==> src/rtl/zbus_chain.sv <==
// ZX-bus IORQ/IORQGE daisy-chain manager: combinational IORQ pass-through, per-cycle owner FSM.
// Decision takes SYNC + STABLE settle cycles (or MAXWAIT); drive_ff follows rd with 1-cycle latency.
module zbus_chain #(
  parameter int NCH       = 2,
  parameter int SYNC      = 2,
  parameter int STABLE    = 2,
  parameter int MAXWAIT   = 12,
  parameter bit FREE_IORQ = 1'b0
) (
  input  logic           fclk,
  input  logic           rst_n,
  input  logic           iorq,
  input  logic           iorq_n,
  input  logic           rd,
  input  logic           porthit,
  input  logic [NCH-1:0] iorqge,
  output logic [NCH-1:0] iorq_n_out,
  output logic           drive_ff,
  output logic [3:0]     owner,
  output logic           claim_stb,
  output logic           conflict,
  output logic           forced
);

  typedef enum logic [1:0] {ST_IDLE, ST_SETTLE, ST_DECIDE, ST_ACTIVE} state_t;

  state_t         state, state_nxt;
  logic [NCH-1:0] sync_q [SYNC];
  logic [NCH-1:0] gs, gs_prev;
  logic [3:0]     stab_cnt;
  logic [7:0]     wait_cnt;
  logic           force_pend;
  logic           cyc, gs_same, stab_hit, wait_hit;
  logic           chain_acc;
  logic           ext_any;
  logic [3:0]     ext_code, dec_owner;
  logic           dec_conflict;

  // Each device's IORQ_n is the upstream IORQ_n OR'd with every upstream IORQGE.
  always_comb begin
    chain_acc     = FREE_IORQ ? iorq_n : (!iorq || porthit);
    iorq_n_out[0] = chain_acc;
    for (int k = 1; k < NCH; k++) begin
      chain_acc     = chain_acc || iorqge[k-1];
      iorq_n_out[k] = chain_acc;
    end
  end

  assign cyc      = FREE_IORQ ? !iorq_n : iorq;
  assign gs       = sync_q[SYNC-1];
  assign gs_same  = (gs == gs_prev);
  assign stab_hit = gs_same && (stab_cnt == 4'(STABLE - 1));
  assign wait_hit = (wait_cnt == 8'(MAXWAIT - 1));

  always_ff @(posedge fclk) begin
    if (!rst_n) begin
      for (int s = 0; s < SYNC; s++) sync_q[s] <= '0;
      gs_prev <= '0;
    end else begin
      sync_q[0] <= iorqge;
      for (int s = 1; s < SYNC; s++) sync_q[s] <= sync_q[s-1];
      gs_prev <= gs;
    end
  end

  // Lowest-numbered claiming device wins.
  always_comb begin
    ext_any  = 1'b0;
    ext_code = 4'd0;
    for (int k = NCH - 1; k >= 0; k--) begin
      if (gs[k]) begin
        ext_any  = 1'b1;
        ext_code = 4'(k + 2);
      end
    end
  end

  always_comb begin
    dec_owner    = 4'd15;
    dec_conflict = 1'b0;
    if (FREE_IORQ) begin
      if (ext_any) begin
        dec_owner    = ext_code;
        dec_conflict = porthit;
      end else if (porthit) begin
        dec_owner = 4'd1;
      end
    end else begin
      if (porthit)      dec_owner = 4'd1;
      else if (ext_any) dec_owner = ext_code;
    end
  end

  always_ff @(posedge fclk) begin
    if (!rst_n) state <= ST_IDLE;
    else        state <= state_nxt;
  end

  // A cycle dropping in SETTLE always aborts, even if a decision was due.
  always_comb begin
    state_nxt = state;
    case (state)
      ST_IDLE:   if (cyc) state_nxt = ST_SETTLE;
      ST_SETTLE: begin
        if (!cyc)                      state_nxt = ST_IDLE;
        else if (stab_hit || wait_hit) state_nxt = ST_DECIDE;
      end
      ST_DECIDE: state_nxt = ST_ACTIVE;
      ST_ACTIVE: if (!cyc) state_nxt = ST_IDLE;
      default:   state_nxt = ST_IDLE;
    endcase
  end

  always_ff @(posedge fclk) begin
    if (!rst_n) begin
      stab_cnt   <= '0;
      wait_cnt   <= '0;
      force_pend <= 1'b0;
      owner      <= 4'd0;
      conflict   <= 1'b0;
      forced     <= 1'b0;
      claim_stb  <= 1'b0;
      drive_ff   <= 1'b0;
    end else begin
      claim_stb <= 1'b0;
      drive_ff  <= (state == ST_ACTIVE) && (owner == 4'd15) && rd && cyc;
      case (state)
        ST_IDLE: begin
          stab_cnt   <= '0;
          wait_cnt   <= '0;
          force_pend <= 1'b0;
        end
        ST_SETTLE: begin
          if (wait_cnt != 8'hFF) wait_cnt <= wait_cnt + 8'd1;
          if (!gs_same)               stab_cnt <= '0;
          else if (stab_cnt != 4'hF)  stab_cnt <= stab_cnt + 4'd1;
          force_pend <= wait_hit && !stab_hit;
          if (!cyc) owner <= 4'd0;
        end
        ST_DECIDE: begin
          owner     <= dec_owner;
          conflict  <= dec_conflict;
          forced    <= force_pend;
          claim_stb <= 1'b1;
        end
        default: ;
      endcase
    end
  end

endmodule
==> config.mk <==
export PLATFORM = sky130hd
export DESIGN_NAME = zbus_chain
export DESIGN_NICKNAME = d
export VERILOG_FILES = /design/src/rtl/zbus_chain.sv
export SDC_FILE = /design/constraint.sdc
export NUM_CORES = 1
export LEC_CHECK = 0
export ABC_AREA = 1
export ABC_CLOCK_PERIOD_IN_PS = 1400
export BUFFER_PORTS_ARGS = -buffer_cell sky130_fd_sc_hd__buf_2
export CAP_MARGIN = 40
export CELL_PAD_IN_SITES_DETAIL_PLACEMENT = 0
export CELL_PAD_IN_SITES_GLOBAL_PLACEMENT = 1
export CORE_MARGIN = 5
export CORE_UTILIZATION = 25
export DETAILED_ROUTE_END_ITERATION = 10
export HOLD_SLACK_MARGIN = 0.05
export MAX_ROUTING_LAYER = met4
export PLACE_DENSITY_LB_ADDON = 0.1
export SETUP_SLACK_MARGIN = 0.1
export SLEW_MARGIN = 20
export SYNTH_ARGS = -nofsm -noshare
export SYNTH_HDL_FRONTEND = slang
export SYNTH_SLANG_ARGS = --single-unit
==> constraint.sdc <==
create_clock -name fclk -period 1.4 [get_ports fclk]
set_input_delay 0.28 -clock fclk [delete_from_list [all_inputs] [get_ports fclk]]
set_output_delay 0.28 -clock fclk [all_outputs]
set_load 0.02 [all_outputs]
=== After elaboration in Yosys (flattened, before gate mapping) ===
Memory sizes are Yosys's and may differ from the RTL's.
Index checks and enable logic that the tools add are counted.

* Add/sub/neg operators: 2
* Multiply operators: 0
* Div/mod/pow operators: 0
* Order comparisons: 0
* Eq/ne operators: 15
* Shift-type cells: 0
* Mux-type cells: 24
* Bitwise logic cells: 2
* Reduce and logical (&&, ||, !) cells: 17

{| class="wikitable"
|+ Operators with widths
! kind !! number
|-
| 4-bit two-way mux || 6
|-
| 4-bit case mux with 2 select lines || 2
|-
| 8-bit case mux with 2 select lines || 1
|-
| 2-bit two-way mux || 7
|-
| 8-bit by 1-bit adder with 8-bit output (second input constant) || 1
|-
| 8-bit by 4-bit == test with 1-bit output (second input constant) || 1
|-
| 8-bit two-way mux || 1
|-
| 2-bit inequality test (second input constant) || 4
|-
| 8-bit inequality test (second input constant) || 1
|-
| 2-bit case mux with 4 select lines || 1
|-
| 3-bit inequality test (second input constant) || 2
|-
| 2-bit AND reduction || 3
|-
| 1-bit logical AND || 5
|-
| 1-bit two-way mux || 5
|-
| 4-bit by 1-bit adder with 4-bit output (second input constant) || 1
|-
| 2-bit == test (second input constant) || 2
|-
| 4-bit by 1-bit == test with 1-bit output (second input constant) || 1
|-
| 4-bit == test (second input constant) || 1
|-
| 4-bit inequality test (second input constant) || 1
|-
| 2-bit nonzero test || 2
|-
| 1-bit logical OR || 3
|-
| 3-bit AND reduction || 1
|-
| 2-bit by 1-bit == test with 1-bit output (second input constant) || 1
|-
| 2-bit == test || 1
|-
| 4 further kinds || 6
|}

* Register bits after elaboration: 24
* Bits in latches: 0
* Memory bits (writable): 4
* Bits in read-only memories: 0
* Input bits: 8
* Output and inout bits: 10
* Word-level logic and storage cells: 70
* Memories kept: 1

{| class="wikitable"
|+ Memory list
! memory !! words !! width !! read ports !! clocked after memory_dff !! wr ports !! RTL line !! RTL
|-
| sync_q || 2 || 2 || 2 || 0 || 2 || 28 || <nowiki>logic [NCH-1:0] sync_q [SYNC];</nowiki>
|}

=== Logic depth before layout (Yosys ltp) ===
An unclocked memory read counts as a cell.

* Word-level depth: 7
* Gate-level depth with buffers: 9
* Mapped depth without buffers: 9

=== Worst setup path before layout ===
Ideal clock, no wire load.

* Path kind: reg2reg
* Start point: register wait_cnt[0]
* End point: register wait_cnt[3]
* Data arrival time: 1.066 ns
* Required time: 1.275 ns
* Path slack: 0.209 ns
* Stages on the path, launching flop included: 9
* Path buffers: 0
* Clock period less this slack: 1.191 ns
* Cells stage by stage: dfxtp_1 ha_1 nand2_2 nor2_4 nand2_1 nand2_4 inv_4 o31ai_1 a21oi_2

* Word-level cells in the longest chain between the ends: 3
* Elaborated cells on any way between the ends: 6

{| class="wikitable"
|+ Ends and longest elaborated chain
! what !! RTL line !! RTL
|-
| from (decl) || 31 || <nowiki>logic [7:0] wait_cnt;</nowiki>
|-
| from (signal assigned) || 134 || <nowiki>if (wait_cnt != 8'hFF) wait_cnt <= wait_cnt + 8'd1;</nowiki>
|-
| 8-bit by 1-bit adder with 8-bit output or 8-bit inequality test (tied branches) || 134 ||
|-
| 8-bit two-way mux or 2-bit inequality test (tied branches) || -- ||
|-
| 8-bit case mux with 2 select lines or 2-bit AND reduction (tied branches) || -- ||
|}

Parallel ways exist; a longest one is shown, timed or not. The select of a mux whose other input is x is not followed.
A chain may end at the register's enable or synchronous reset.

=== Worst setup path in the final report ===
* Start point: register stab_cnt[0]
* End point: register stab_cnt[3]

* Word-level cells in the longest chain between the ends: 4
* Elaborated cells on any way between the ends: 7

{| class="wikitable"
|+ Ends and longest elaborated chain
! what !! RTL line !! RTL
|-
| from (decl) || 30 || <nowiki>logic [3:0] stab_cnt;</nowiki>
|-
| from (signal assigned) || 136 || <nowiki>else if (stab_cnt != 4'hF) stab_cnt <= stab_cnt + 4'd1;</nowiki>
|-
| 4-bit by 1-bit adder with 4-bit output || 136 ||
|-
| 4-bit two-way mux || 136 ||
|-
| 4-bit two-way mux || 135 || <nowiki>if (!gs_same) stab_cnt <= '0;</nowiki>
|-
| 4-bit case mux with 2 select lines || 127 || <nowiki>case (state)</nowiki>
|}

Parallel ways exist; a longest one is shown, timed or not. The select of a mux whose other input is x is not followed.

==> flow_results.org <==
** Setup path
- Worst Reg2Reg Path Length in Cells :: 7
- The worst register-to-register path has a setup slack of 0.13 ns.
- The critical path in this run is classified as reg2reg.
- The startpoint identified for the worst register-to-register timing path is stab_cnt[0].
- The worst setup path is captured at a flip-flop.
- Of all nets on the critical path, the largest fanout is 5.
- Critical path required time :: 1.57 ns
- Tracing the worst setup path back leads to its startpoint at stab_cnt[0].
- Arrival time of data at the critical path endpoint :: 1.44 ns
- The worst setup path is launched from a flip-flop.

** Finish
- Final net count :: 233
- Number of antenna repair diodes :: 0
- The post-route netlist has 29.9% of its cells at a drive strength greater than 1.
- Multi-input gate area :: 796 um^2
- The finished layout holds 293 standard cells, fillers aside.
- In the layout the commonest cells are sky130_fd_sc_hd__nand2_1, sky130_fd_sc_hd__nand3_1, sky130_fd_sc_hd__inv_1.
- The layout has 618 filler cells.
- Area growth from synthesis to final layout :: 24.2%
- Most frequent standard cell in the layout excluding fill and tap cells :: sky130_fd_sc_hd__nand2_1
- End-of-flow core utilization :: 31.8%
- Register cell area after layout :: 557 um^2

** Detailed routing
- DR vias :: 1,301
- Once detail routing completed, the nets flagged for antenna violations numbered 0.
- After detailed routing, the number of remaining DRC violations is 0.
- Dividing the detail-routed wire length by the instance count gives 11.7 um.
- Via-per-instance ratio :: 4.44
- Number of DRC markers in iteration 0 :: 54
- Wires add up to 3440 um.
- Router iterations before antenna repair :: 4

** CTS
- CTS H-tree depth :: 1
- The tree is rooted in a sky130_fd_sc_hd__clkbuf_8.
- In this run, CTS created clock tree buffers numbering 3.
- CTS tree :: built
- The clock reaches the later pin of the worst-skew pair after 0.27 ns.
- After clock tree synthesis, the clock-pin slew on the worst setup and hold paths is 0.09 ns.
- The clock drives 27 sinks.
- Max Buffers Root-to-Sink :: 2

** Placed design
- Once placement completed, the tool counted placed cells totaling 285.
- Post-placement setup slack :: 0.0380 ns
- Number of input and output port buffers inserted :: 15
- Once detailed placement completed, the half-perimeter wirelength came to 2500 um.
- The congestion estimate from routability-driven global placement came to 0.795.

** Global routing
- The number of antenna violations at the first check in global routing was 0.
- Number of global-route vias before repair :: 1,247
- Total GRT Usage :: 9.67%
- Largest net degree at the start of global routing :: 15
- Wire length of the first global-routing pass :: 5540 um
- The total overflow left after global routing is 0.

** Timing
- Derived from the worst setup path, the maximum achievable clock frequency is 789 MHz.
- Counting I/O delays and the setup requirement, the final critical path takes 1.27 ns.
- Max Slew Vio Count :: 0
- For the final routed database, the setup TNS stands at 0 ns.
- The final number of hold-violating endpoints was 0.
- Setup violations remaining at the end of the flow were counted as 0.
- Setup repair after global routing could not meet its margin everywhere.
- Largest clock skew in the final design :: 0.00335 ns
- Dividing the final minimum period by the clock period gives 90.5%.
- Smallest hold slack :: 0.193 ns
- After layout, the worst setup slack is 0.133 ns.

** Floorplan
- Die Area :: 0.00721 mm^2
- In this run the core area contains 27 standard-cell rows.
- Die height :: 84.9 um
- After floorplanning, the core was sized to cover 0.00547 mm^2.
- The die is 84.9 um wide.
- In this run the count of I/O pins placed on the die edge is 18.
- Effective utilization at floorplan :: 25.6%

** Pwr
- Leakage power of the design :: 0.000725 uW
- PD cells :: 887 mW/mm^2
- Maximum vdd ir drop :: 0.328 mV

** Min path
- Counting instances, the worst hold path has a depth of 3.
- Hold wc startpoint :: iorqge[0]
- Hold WC Path Type :: in2reg

** Logic synthesis
- XOR/XNOR share of the synthesized area :: 0.624%
- Count of state elements after synthesis :: 27
- Post-Syn Area per Cell :: 6.98 um^2
- Post-synthesis compound-gate area fraction :: 10.2%
- Post-Syn Instances :: 201
- Post-synthesis adder-cell area fraction :: 2.68%
- Mux cell area share after synthesis :: 0%
- After synthesis, flip-flops and latches occupy 38.5% of the total area.
- The Yosys step of the flow raised 0 warnings.
- The synthesized netlist devotes 36.3% of its cell area to simple gates.
- Synthesis produced a netlist with a net count of 212.
- Area of the mapped netlist :: 0.00140 mm^2
- The synthesized netlist contains 30 unique library cells.
- After synthesis, the largest family of logic cells by area is simple AND/OR/NAND/NOR gates.

** Run
- Across the run, the number of max-cap violations was 0.

** Status
- The run finished with clean final reports.
cells by family after synthesis:
logic type	count (synthesis)
compound gates	24
xor+xnor	1
fa+ha+maj	3
buf+inv	35
flops	27
other cells	1
simple gates	110
synth_stat cells:
| master | number | share of area (%) |
|---|---|---|
| sky130_fd_sc_hd__nand2_1 | 50 | 13 |
| sky130_fd_sc_hd__nand3_1 | 28 | 10 |
| sky130_fd_sc_hd__dfxtp_1 | 27 | 39 |
| sky130_fd_sc_hd__inv_1 | 24 | 6.4 |
| sky130_fd_sc_hd__nor2_1 | 15 | 4.0 |
| sky130_fd_sc_hd__a21oi_1 | 11 | 3.9 |
| sky130_fd_sc_hd__buf_4 | 5 | 2.7 |
| sky130_fd_sc_hd__a21oi_2 | 4 | 2.5 |
| sky130_fd_sc_hd__nand4_1 | 4 | 1.8 |
| sky130_fd_sc_hd__o21ai_0 | 4 | 1.4 |
| sky130_fd_sc_hd__ha_1 | 3 | 2.7 |
| sky130_fd_sc_hd__or2_2 | 3 | 1.3 |
| sky130_fd_sc_hd__inv_2 | 2 | 0.54 |
| sky130_fd_sc_hd__nand2_2 | 2 | 0.89 |
| sky130_fd_sc_hd__nor2_2 | 2 | 0.89 |
| sky130_fd_sc_hd__nor2_4 | 2 | 1.6 |
| sky130_fd_sc_hd__o21ai_1 | 2 | 0.71 |
| sky130_fd_sc_hd__buf_1 | 1 | 0.27 |
| sky130_fd_sc_hd__buf_6 | 1 | 0.80 |
| sky130_fd_sc_hd__clkbuf_1 | 1 | 0.27 |
| sky130_fd_sc_hd__conb_1 | 1 | 0.27 |
| sky130_fd_sc_hd__inv_4 | 1 | 0.45 |
| sky130_fd_sc_hd__nand2_4 | 1 | 0.80 |
| sky130_fd_sc_hd__nand3_2 | 1 | 0.71 |
| sky130_fd_sc_hd__nor3_1 | 1 | 0.36 |
| sky130_fd_sc_hd__nor3b_1 | 1 | 0.54 |
| sky130_fd_sc_hd__o211ai_1 | 1 | 0.54 |
| sky130_fd_sc_hd__o21bai_1 | 1 | 0.54 |
| sky130_fd_sc_hd__o31ai_1 | 1 | 0.54 |
| sky130_fd_sc_hd__xnor2_1 | 1 | 0.62 |
power breakdown:
group / switching, uW / internal (uW)
clock: 254 / 204
sequential: 30.3 / 794
combinational: 165 / 97.0
total: 449 / 1100
critical path, cell delays in order (launching register included):
cell,delay (ns)
sky130_fd_sc_hd__dfxtp_4,0.39
sky130_fd_sc_hd__ha_4,0.14
sky130_fd_sc_hd__nand2_2,0.08
sky130_fd_sc_hd__nor2_4,0.14
sky130_fd_sc_hd__nand3_2,0.12
sky130_fd_sc_hd__buf_4,0.16
sky130_fd_sc_hd__nand3_1,0.08
sky130_fd_sc_hd__a21oi_2,0.05
routing by layer:
layer | vias to the layer above | GRT usage [%] | wire length (um)
met2 | 21 | 16.6 | 1670
met4 | 0 | 2.59 | 23
met3 | 2 | 1.75 | 107
met5 | - | - | 0
met1 | 602 | 11.6 | 1640
li1 | 676 | - | -
metrics by stage:
step,total power (uW),cell area [um^2]
final,1540,1740
after global routing,1630,1740
after CTS,1540,1620
after detailed placement,1070,1550
after global placement,1070,1550
after floorplan,1000,1400
repair_timing:
item,4_1_cts,5_1_grt
buffers inserted,0,3
hold buffers,0,0
pin swaps,0,10
resized for setup,8,22
gates cloned,1,0
setup endpoints to repair,10,18
final cells by class:
class,count,share of cell area [%]
inverter,27,6.11
clock buffer,4,2.59
tap,72,5.17
multi-input combinational,140,45.7
sequential,27,32.0
timing repair buffer,23,8.48
sequential cells by signal (all words and copies together) (netlist names), 2 cells and up, named ones only:
signal    count
owner         3
gs_prev       2
sync_q        4
stab_cnt      4
wait_cnt      8
path summary, 6_finish.rpt:
kind / endpoint
min reg2reg: sync_q[0][2]
min: sync_q[0][0]
max reg2reg: stab_cnt[3]
max: stab_cnt[3]
Power figures use the tool's default switching activity.
